`config.mk`:
```
export PLATFORM = sky130hd
export DESIGN_NAME = svunit_test_sequencer
export DESIGN_NICKNAME = d
export VERILOG_FILES = /design/src/rtl/svunit_seq_pkg.sv /design/src/rtl/svunit_seq_watchdog.sv /design/src/rtl/svunit_test_sequencer.sv
export SDC_FILE = /design/constraint.sdc
export NUM_CORES = 1
export LEC_CHECK = 0
export ABC_CLOCK_PERIOD_IN_PS = 1850
export CAP_MARGIN = 20
export CORE_UTILIZATION = 45
export CTS_CLUSTER_DIAMETER = 50
export DETAILED_ROUTE_END_ITERATION = 10
export PLACE_DENSITY = 0.78
export REMOVE_ABC_BUFFERS = 1
export SLEW_MARGIN = 20
export SYNTH_ARGS = -nofsm -noshare
export SYNTH_HDL_FRONTEND = slang
export SYNTH_SLANG_ARGS = --single-unit
export TNS_END_PERCENT = 30
```
`constraint.sdc`:
```
create_clock -name clk -period 1.85 [get_ports clk]
set_input_delay 0.37 -clock clk [delete_from_list [all_inputs] [get_ports clk]]
set_output_delay 0.37 -clock clk [all_outputs]
set_load 0.005 [all_outputs]
```
`src/rtl/svunit_seq_pkg.sv`:
```
// Shared types and defaults for the SVUnit-style test sequencer.
//   seq_state_e : sequencer FSM states
//   verdict_e   : outcome of one RUN phase
//   idx_width   : width of an index into n slots (minimum 1)
package svunit_seq_pkg;

  localparam int unsigned DEF_NUM_TESTS      = 16;
  localparam int unsigned DEF_CNT_W          = 8;
  localparam int unsigned DEF_TIMEOUT_CYCLES = 1024;

  typedef enum logic [2:0] {
    ST_IDLE     = 3'd0,
    ST_SELECT   = 3'd1,
    ST_SETUP    = 3'd2,
    ST_RUN      = 3'd3,
    ST_TEARDOWN = 3'd4,
    ST_FINISH   = 3'd5
  } seq_state_e;

  typedef enum logic [1:0] {
    VERDICT_PASS    = 2'd0,
    VERDICT_FAIL    = 2'd1,
    VERDICT_TIMEOUT = 2'd2
  } verdict_e;

  function automatic int unsigned idx_width(input int unsigned n);
    return (n > 1) ? $clog2(n) : 1;
  endfunction

endpackage

```
`src/rtl/svunit_seq_watchdog.sv`:
```
// RUN-phase watchdog: counts enabled cycles since the last clear.
//   clk, rst_n   : clock, async active-low reset
//   clear_i      : zero the count (held while outside RUN)
//   en_i         : count this cycle (high while in RUN)
//   expired_c_o  : combinational; high in the cycle whose edge completes
//                  TIMEOUT_CYCLES enabled cycles
module svunit_seq_watchdog import svunit_seq_pkg::*; #(
  parameter int unsigned TIMEOUT_CYCLES = DEF_TIMEOUT_CYCLES
) (
  input  logic clk,
  input  logic rst_n,
  input  logic clear_i,
  input  logic en_i,
  output logic expired_c_o
);

  localparam int unsigned CW = $clog2(TIMEOUT_CYCLES + 1);

  logic [CW-1:0] cnt_q, cnt_d;

  // Count saturates at the limit so a stalled FSM cannot wrap it
  always_comb begin
    cnt_d = cnt_q;
    if (clear_i) begin
      cnt_d = '0;
    end else if (en_i && (cnt_q != CW'(TIMEOUT_CYCLES))) begin
      cnt_d = cnt_q + CW'(1);
    end
  end

  always_ff @(posedge clk or negedge rst_n) begin
    if (!rst_n) begin
      cnt_q <= '0;
    end else begin
      cnt_q <= cnt_d;
    end
  end

  // cnt_q holds the RUN cycles already completed; this edge would be the last
  assign expired_c_o = en_i && (cnt_q == CW'(TIMEOUT_CYCLES - 1));

endmodule

```
`src/rtl/svunit_test_sequencer.sv`:
```
// Hardware scheduler for SVUnit-style runs: walks enabled tests in index
// order, driving setup -> run -> teardown req/ack handshakes and tallying
// saturating pass/fail counts.
// Optional watchdog on RUN: define SVUNIT_SEQ_TIMEOUT_EN.
//   clk, rst_n          : clock, async active-low reset
//   start_i             : begin a run (only honoured in IDLE)
//   enable_mask_i       : per-test enable, latched at start
//   busy_o, done_o      : run in progress / one-cycle completion pulse
//   test_id_o           : test currently in setup/run/teardown
//   setup_req_o/ack_i   : setup handshake
//   run_req_o/done_i    : run handshake, run_pass_i valid with run_done_i
//   teardown_req_o/ack_i: teardown handshake
//   pass_cnt_o/fail_cnt_o: results of this run
//   timeout_o           : sticky, some RUN hit the watchdog this run
module svunit_test_sequencer import svunit_seq_pkg::*; #(
  parameter int unsigned NUM_TESTS      = DEF_NUM_TESTS,
  parameter int unsigned ID_W           = idx_width(NUM_TESTS),
  parameter int unsigned CNT_W          = DEF_CNT_W,
  parameter int unsigned TIMEOUT_CYCLES = DEF_TIMEOUT_CYCLES
) (
  input  logic                 clk,
  input  logic                 rst_n,
  input  logic                 start_i,
  input  logic [NUM_TESTS-1:0] enable_mask_i,
  output logic                 busy_o,
  output logic                 done_o,
  output logic [ID_W-1:0]      test_id_o,
  output logic                 setup_req_o,
  input  logic                 setup_ack_i,
  output logic                 run_req_o,
  input  logic                 run_done_i,
  input  logic                 run_pass_i,
  output logic                 teardown_req_o,
  input  logic                 teardown_ack_i,
  output logic [CNT_W-1:0]     pass_cnt_o,
  output logic [CNT_W-1:0]     fail_cnt_o,
  output logic                 timeout_o
);

  // One extra bit so the index can reach NUM_TESTS without wrapping
  localparam int unsigned IDX_W = ID_W + 1;

  seq_state_e           state_q, state_d;
  logic [NUM_TESTS-1:0] mask_q, mask_d;
  logic [IDX_W-1:0]     id_q, id_d;
  logic [CNT_W-1:0]     pass_q, pass_d, fail_q, fail_d;
  logic                 busy_q, done_q, setup_req_q, run_req_q, teardown_req_q;
  logic                 count_c;
  verdict_e             verdict_c;
  logic                 timeout_hit_c;

  function automatic logic [CNT_W-1:0] sat_inc(input logic [CNT_W-1:0] v);
    return (&v) ? v : v + CNT_W'(1);
  endfunction

`ifdef SVUNIT_SEQ_TIMEOUT_EN
  logic tmo_q, tmo_d;

  svunit_seq_watchdog #(
    .TIMEOUT_CYCLES (TIMEOUT_CYCLES)
  ) u_watchdog (
    .clk         (clk),
    .rst_n       (rst_n),
    .clear_i     (state_q != ST_RUN),
    .en_i        (state_q == ST_RUN),
    .expired_c_o (timeout_hit_c)
  );

  // Sticky timeout flag; a done in the expiry cycle takes precedence
  always_comb begin
    tmo_d = tmo_q;
    if ((state_q == ST_IDLE) && start_i) begin
      tmo_d = 1'b0;
    end else if ((state_q == ST_RUN) && !run_done_i && timeout_hit_c) begin
      tmo_d = 1'b1;
    end
  end

  always_ff @(posedge clk or negedge rst_n) begin
    if (!rst_n) begin
      tmo_q <= 1'b0;
    end else begin
      tmo_q <= tmo_d;
    end
  end

  assign timeout_o = tmo_q;
`else
  assign timeout_hit_c = 1'b0;
  assign timeout_o     = 1'b0;
`endif

  // Next-state and datapath updates
  always_comb begin
    state_d   = state_q;
    mask_d    = mask_q;
    id_d      = id_q;
    pass_d    = pass_q;
    fail_d    = fail_q;
    count_c   = 1'b0;
    verdict_c = VERDICT_PASS;

    case (state_q)
      ST_IDLE: begin
        if (start_i) begin
          mask_d  = enable_mask_i;
          pass_d  = '0;
          fail_d  = '0;
          id_d    = '0;
          state_d = ST_SELECT;
        end
      end
      ST_SELECT: begin
        if (id_q == IDX_W'(NUM_TESTS)) begin
          state_d = ST_FINISH;
        end else if (mask_q[id_q[ID_W-1:0]]) begin
          state_d = ST_SETUP;
        end else begin
          id_d = id_q + IDX_W'(1);
        end
      end
      ST_SETUP: begin
        if (setup_ack_i) begin
          state_d = ST_RUN;
        end
      end
      ST_RUN: begin
        if (run_done_i) begin
          count_c   = 1'b1;
          verdict_c = run_pass_i ? VERDICT_PASS : VERDICT_FAIL;
          state_d   = ST_TEARDOWN;
        end else if (timeout_hit_c) begin
          count_c   = 1'b1;
          verdict_c = VERDICT_TIMEOUT;
          state_d   = ST_TEARDOWN;
        end
      end
      ST_TEARDOWN: begin
        if (teardown_ack_i) begin
          id_d    = id_q + IDX_W'(1);
          state_d = ST_SELECT;
        end
      end
      ST_FINISH: begin
        state_d = ST_IDLE;
      end
      default: begin
        state_d = ST_IDLE;
      end
    endcase

    if (count_c) begin
      if (verdict_c == VERDICT_PASS) begin
        pass_d = sat_inc(pass_q);
      end else begin
        fail_d = sat_inc(fail_q);
      end
    end
  end

  // State register; handshake/status outputs are registered from next state
  // so each req is high for exactly the cycles spent in its state
  always_ff @(posedge clk or negedge rst_n) begin
    if (!rst_n) begin
      state_q        <= ST_IDLE;
      mask_q         <= '0;
      id_q           <= '0;
      pass_q         <= '0;
      fail_q         <= '0;
      busy_q         <= 1'b0;
      done_q         <= 1'b0;
      setup_req_q    <= 1'b0;
      run_req_q      <= 1'b0;
      teardown_req_q <= 1'b0;
    end else begin
      state_q        <= state_d;
      mask_q         <= mask_d;
      id_q           <= id_d;
      pass_q         <= pass_d;
      fail_q         <= fail_d;
      busy_q         <= (state_d != ST_IDLE);
      done_q         <= (state_d == ST_FINISH);
      setup_req_q    <= (state_d == ST_SETUP);
      run_req_q      <= (state_d == ST_RUN);
      teardown_req_q <= (state_d == ST_TEARDOWN);
    end
  end

  assign busy_o         = busy_q;
  assign done_o         = done_q;
  assign test_id_o      = id_q[ID_W-1:0];
  assign setup_req_o    = setup_req_q;
  assign run_req_o      = run_req_q;
  assign teardown_req_o = teardown_req_q;
  assign pass_cnt_o     = pass_q;
  assign fail_cnt_o     = fail_q;

endmodule

```
==> impl_metrics.py <==
metrics = {
    "drt": {
        "ant_nets": 0,
        "vias": 2262,
        "routed_wl_um": 5960,
        "routedWlPerCell_um": 14.3,
        "via_per_inst": 5.44,
        "drc": 0,
        "drtIter0Drc": 363,
        "drt_first_pass_iters": 4,
    },
    "sta": {
        "rsz0062_at_grt": "yes",
        "fmax_mhz": 545,
        "finClkSkew_ns": 0.00227,
        "setup_viol": 0,
        "fin_crit_ns": 1.84,
        "fin_setup_tns_ns": 0,
        "min_period_over_period_pct": 99.2,
        "drv_slew": 0,
        "final-hold-violation-count": 0,
    },
    "synth": {
        "syn_inst": 275,
        "synth_adder_area_share_pct": 2.03,
        "synth_top_area_share_pct": 45.6,
        "synth_compound_area_share_pct": 16.5,
        "synth-edff-count": 0,
        "synth_mux_area_share_pct": 5.12,
        "ys_seq_elements": 45,
        "synth_top_family_by_area": "simple AND/OR/NAND/NOR gates",
        "seq_area_frac_synth_pct": 45.6,
        "synth_cell_types": 54,
        "yosysWarnings": 0,
        "synth_top_cell_by_area": "dfrtp_1",
        "netlist_area_sq_um": 2470,
        "avgSynthCellArea_sq_um": 8.98,
        "synthTopCellsByArea": "dfrtp_1 (46%), nand2_1 (11%), mux2i_1 (2.8%)",
        "synthFlopType": "dfrtp_1",
        "yosys.area_share.simple_pct": 25.4,
        "synth-xor-area-share_pct": 0,
        "async_flop_share_pct": 100,
    },
    "clock_tree": {
        "cts-buffers-inserted": 5,
        "htreeDepth": 2,
        "cts-root-buf": "clkbuf_8",
        "clkTransAtPathRegs_ns": 0.09,
        "numClockSinks": 45,
        "clock_latency_ns": 0.30,
        "cts_max_path_buffers": 2,
        "cts_tree": "done",
    },
    "placed_design": {
        "dpl_cell_area_sq_um": 3180,
        "hpwl_um": 4280,
        "port_buffers": 47,
        "place.gp.congestion": 0.866,
    },
    "layout": {
        "num_antenna_cells": 0,
        "final_common_cell": "nand2_1",
        "fin_area_sq_um": 3390,
        "fillers": 424,
        "syn_to_final_growth_pct": 37.1,
        "drive_gt1_share_pct": 17.3,
        "final_cell_mix": "nand2_1 (72), clkdlybuf4s50_1 (46), dfrtp_1 (43), buf_4 (30), nand3_1 (13)",
        "finalNetCount": 372,
    },
    "global_routing": {
        "grt_pass1_wl_um": 10200,
        "grt_max_degree": 29,
        "track_usage_pct": 21.8,
        "grt_overflow": 0,
        "antenna_found_initial": 0,
        "first_global_vias": 2189,
    },
    "setup_path": {
        "cp_cell_sequence": "or3b_2, o22ai_4, inv_4, a41o_1, nor3b_2",
        "slowest_stage": "or3b_2",
        "slowest_delay_ns": 0.53,
        "crit_family": "simple AND/OR/NAND/NOR gates",
        "critPathMaxFanout": 6,
        "critical_path_arrival_ns": 2.06,
        "crit_type": "register to register",
        "cp-end-kind": "register",
        "worstSetupStartpointType": "register",
        "critical_path_buf_inv_count": 1,
        "cp.required_ns": 2.07,
    },
    "job": {
        "cap_violations": 0,
    },
    "run_status": {
        "status": "completed",
    },
    "floorplanning": {
        "rows": 26,
        "die_h_um": 76.1,
        "io_pins": 49,
        "die_area_sq_um": 5790,
        "initial_core_util_pct": 47.5,
        "core_sq_um": 5200,
        "die_w_um": 76.1,
    },
    "pwr": {
        "swShare_pct": 36.4,
        "clkPwrFrac_pct": 20.3,
        "p_int_mw": 2.77,
        "p_switching_mw": 1.58,
        "ir_worst_vdd_v": 0.000668,
        "p_per_area_nw_per_um2": 1280,
        "seqPwrFrac_pct": 34.1,
        "p_leak_nw": 1.52,
        "p_comb_share_pct": 45.6,
        "finalPower_mw": 4.35,
    },
    "hold_path": {
        "hold_path_class": "input port to async pin",
    },
}
[cell families after synthesis]
kind of cell	after synthesis
multiplexers	10
other	1
adder cells (fa/ha/maj)	4
flip-flops	45
AO/OA/AOI/OAI	57
buffers and inverters	26
AND/OR/NAND/NOR	132
[flip-flops by register name, summed over array words and instances (netlist names)]
register and count:
busy_o 1, done_o 1, fail_cnt_o 8, id_q 5
mask_q 16, pass_cnt_o 8, run_req_o 1, setup_req_o 1
state_q 3, teardown_req_o 1
[through the flow]
| step | cells | util [%] | setup slack, ns | hold slack (ns) |
|---|---|---|---|---|
| 2_1_floorplan | 258 | - | -0.151 | 0.0744 |
| 3_3_place_gp | 405 | 61.1 | -0.123 | 0.345 |
| 3_5_place_dp | 405 | 61.1 | -0.167 | 0.351 |
| 4_1_cts | 413 | 63.8 | 0.00155 | 0.0221 |
| 5_1_grt | 416 | 65.1 | -0.0813 | 0.0456 |
| 6_report | 416 | 65.1 | 0.0141 | 0.00985 |
[area by class of cell]
cell class | instances | area [sq um] | area share (%)
Timing Repair Buffer | 79 | 731 | 21.6
Clock inverter | 3 | 65.1 | 1.92
Clock buffer | 5 | 68.8 | 2.03
Tap cell | 70 | 87.6 | 2.59
Multi-Input combinational cell | 205 | 1270 | 37.5
Sequential cell | 45 | 1130 | 33.3
Inverter | 9 | 36.3 | 1.07
[repair_timing]
item	in CTS	in global routing
endpoints found under the setup margin	4	15
buffers inserted	0	2
hold endpoints to repair	0	0
gates resized for setup	3	8
gates cloned	0	1
pin swaps	2	4
hold buffers	0	0
[Yosys cell counts (4+ instances only)]
| cell | count |
|---|---|
| nand2_1 | 72 |
| dfrtp_1 | 45 |
| nand3_1 | 13 |
| a21oi_1 | 11 |
| nor2_1 | 10 |
| o21ai_0 | 9 |
| clkbuf_1 | 8 |
| inv_1 | 8 |
| nand4_1 | 8 |
| and3_1 | 7 |
| mux2i_1 | 7 |
| buf_4 | 5 |
| o211ai_1 | 5 |
| ha_1 | 4 |
| nor3_1 | 4 |
| o31ai_1 | 4 |
[metal layers]
layer / track usage [%] / share of wire, % / up-vias
li1: - / - / 1125
met1: 29.4 / 45 / 1049
met2: 36.4 / 48 / 80
met3: 2.99 / 5.6 / 8
met4: 7.12 / 1.6 / 0
met5: 0 / 0 / -
[path summary, 6_finish.rpt]
path / from / endpoint / slack (ns) / depth (start not counted)
min reg2reg: mask_q[2] / mask_q[2] / 0.48 / 2
max reg2reg: state_q[2] / id_q[4] / 0.01 / 5
max in group asynchronous: rst_n / id_q[0] / 1.33 / 2
min in group clk: mask_q[2] / mask_q[2] / 0.48 / 2
min: rst_n / fail_cnt_o[6] / 0.01 / 1
max: state_q[2] / id_q[4] / 0.01 / 5
[worst reg2reg max path: cells and delay by family, from the launching register on]
family	cells	cell delay [ns]
and+or+nand+nor	2	0.69
AOI/OAI and AO/OA	2	0.54
DFF	1	0.45
buffers and inverters	1	0.07
[power by group through the flow]
stage / clock network (mW) / logic (mW) / registers, mW
after detailed placement: 0 / 1.86 / 1.50
after floorplan: 0 / 1.01 / 1.51
after CTS: 0.898 / 1.88 / 1.48
after global routing: 0.933 / 2.20 / 1.52
after global placement: 0 / 1.81 / 1.49
final: 0.881 / 1.98 / 1.48
Power figures use the tool's default switching activity.
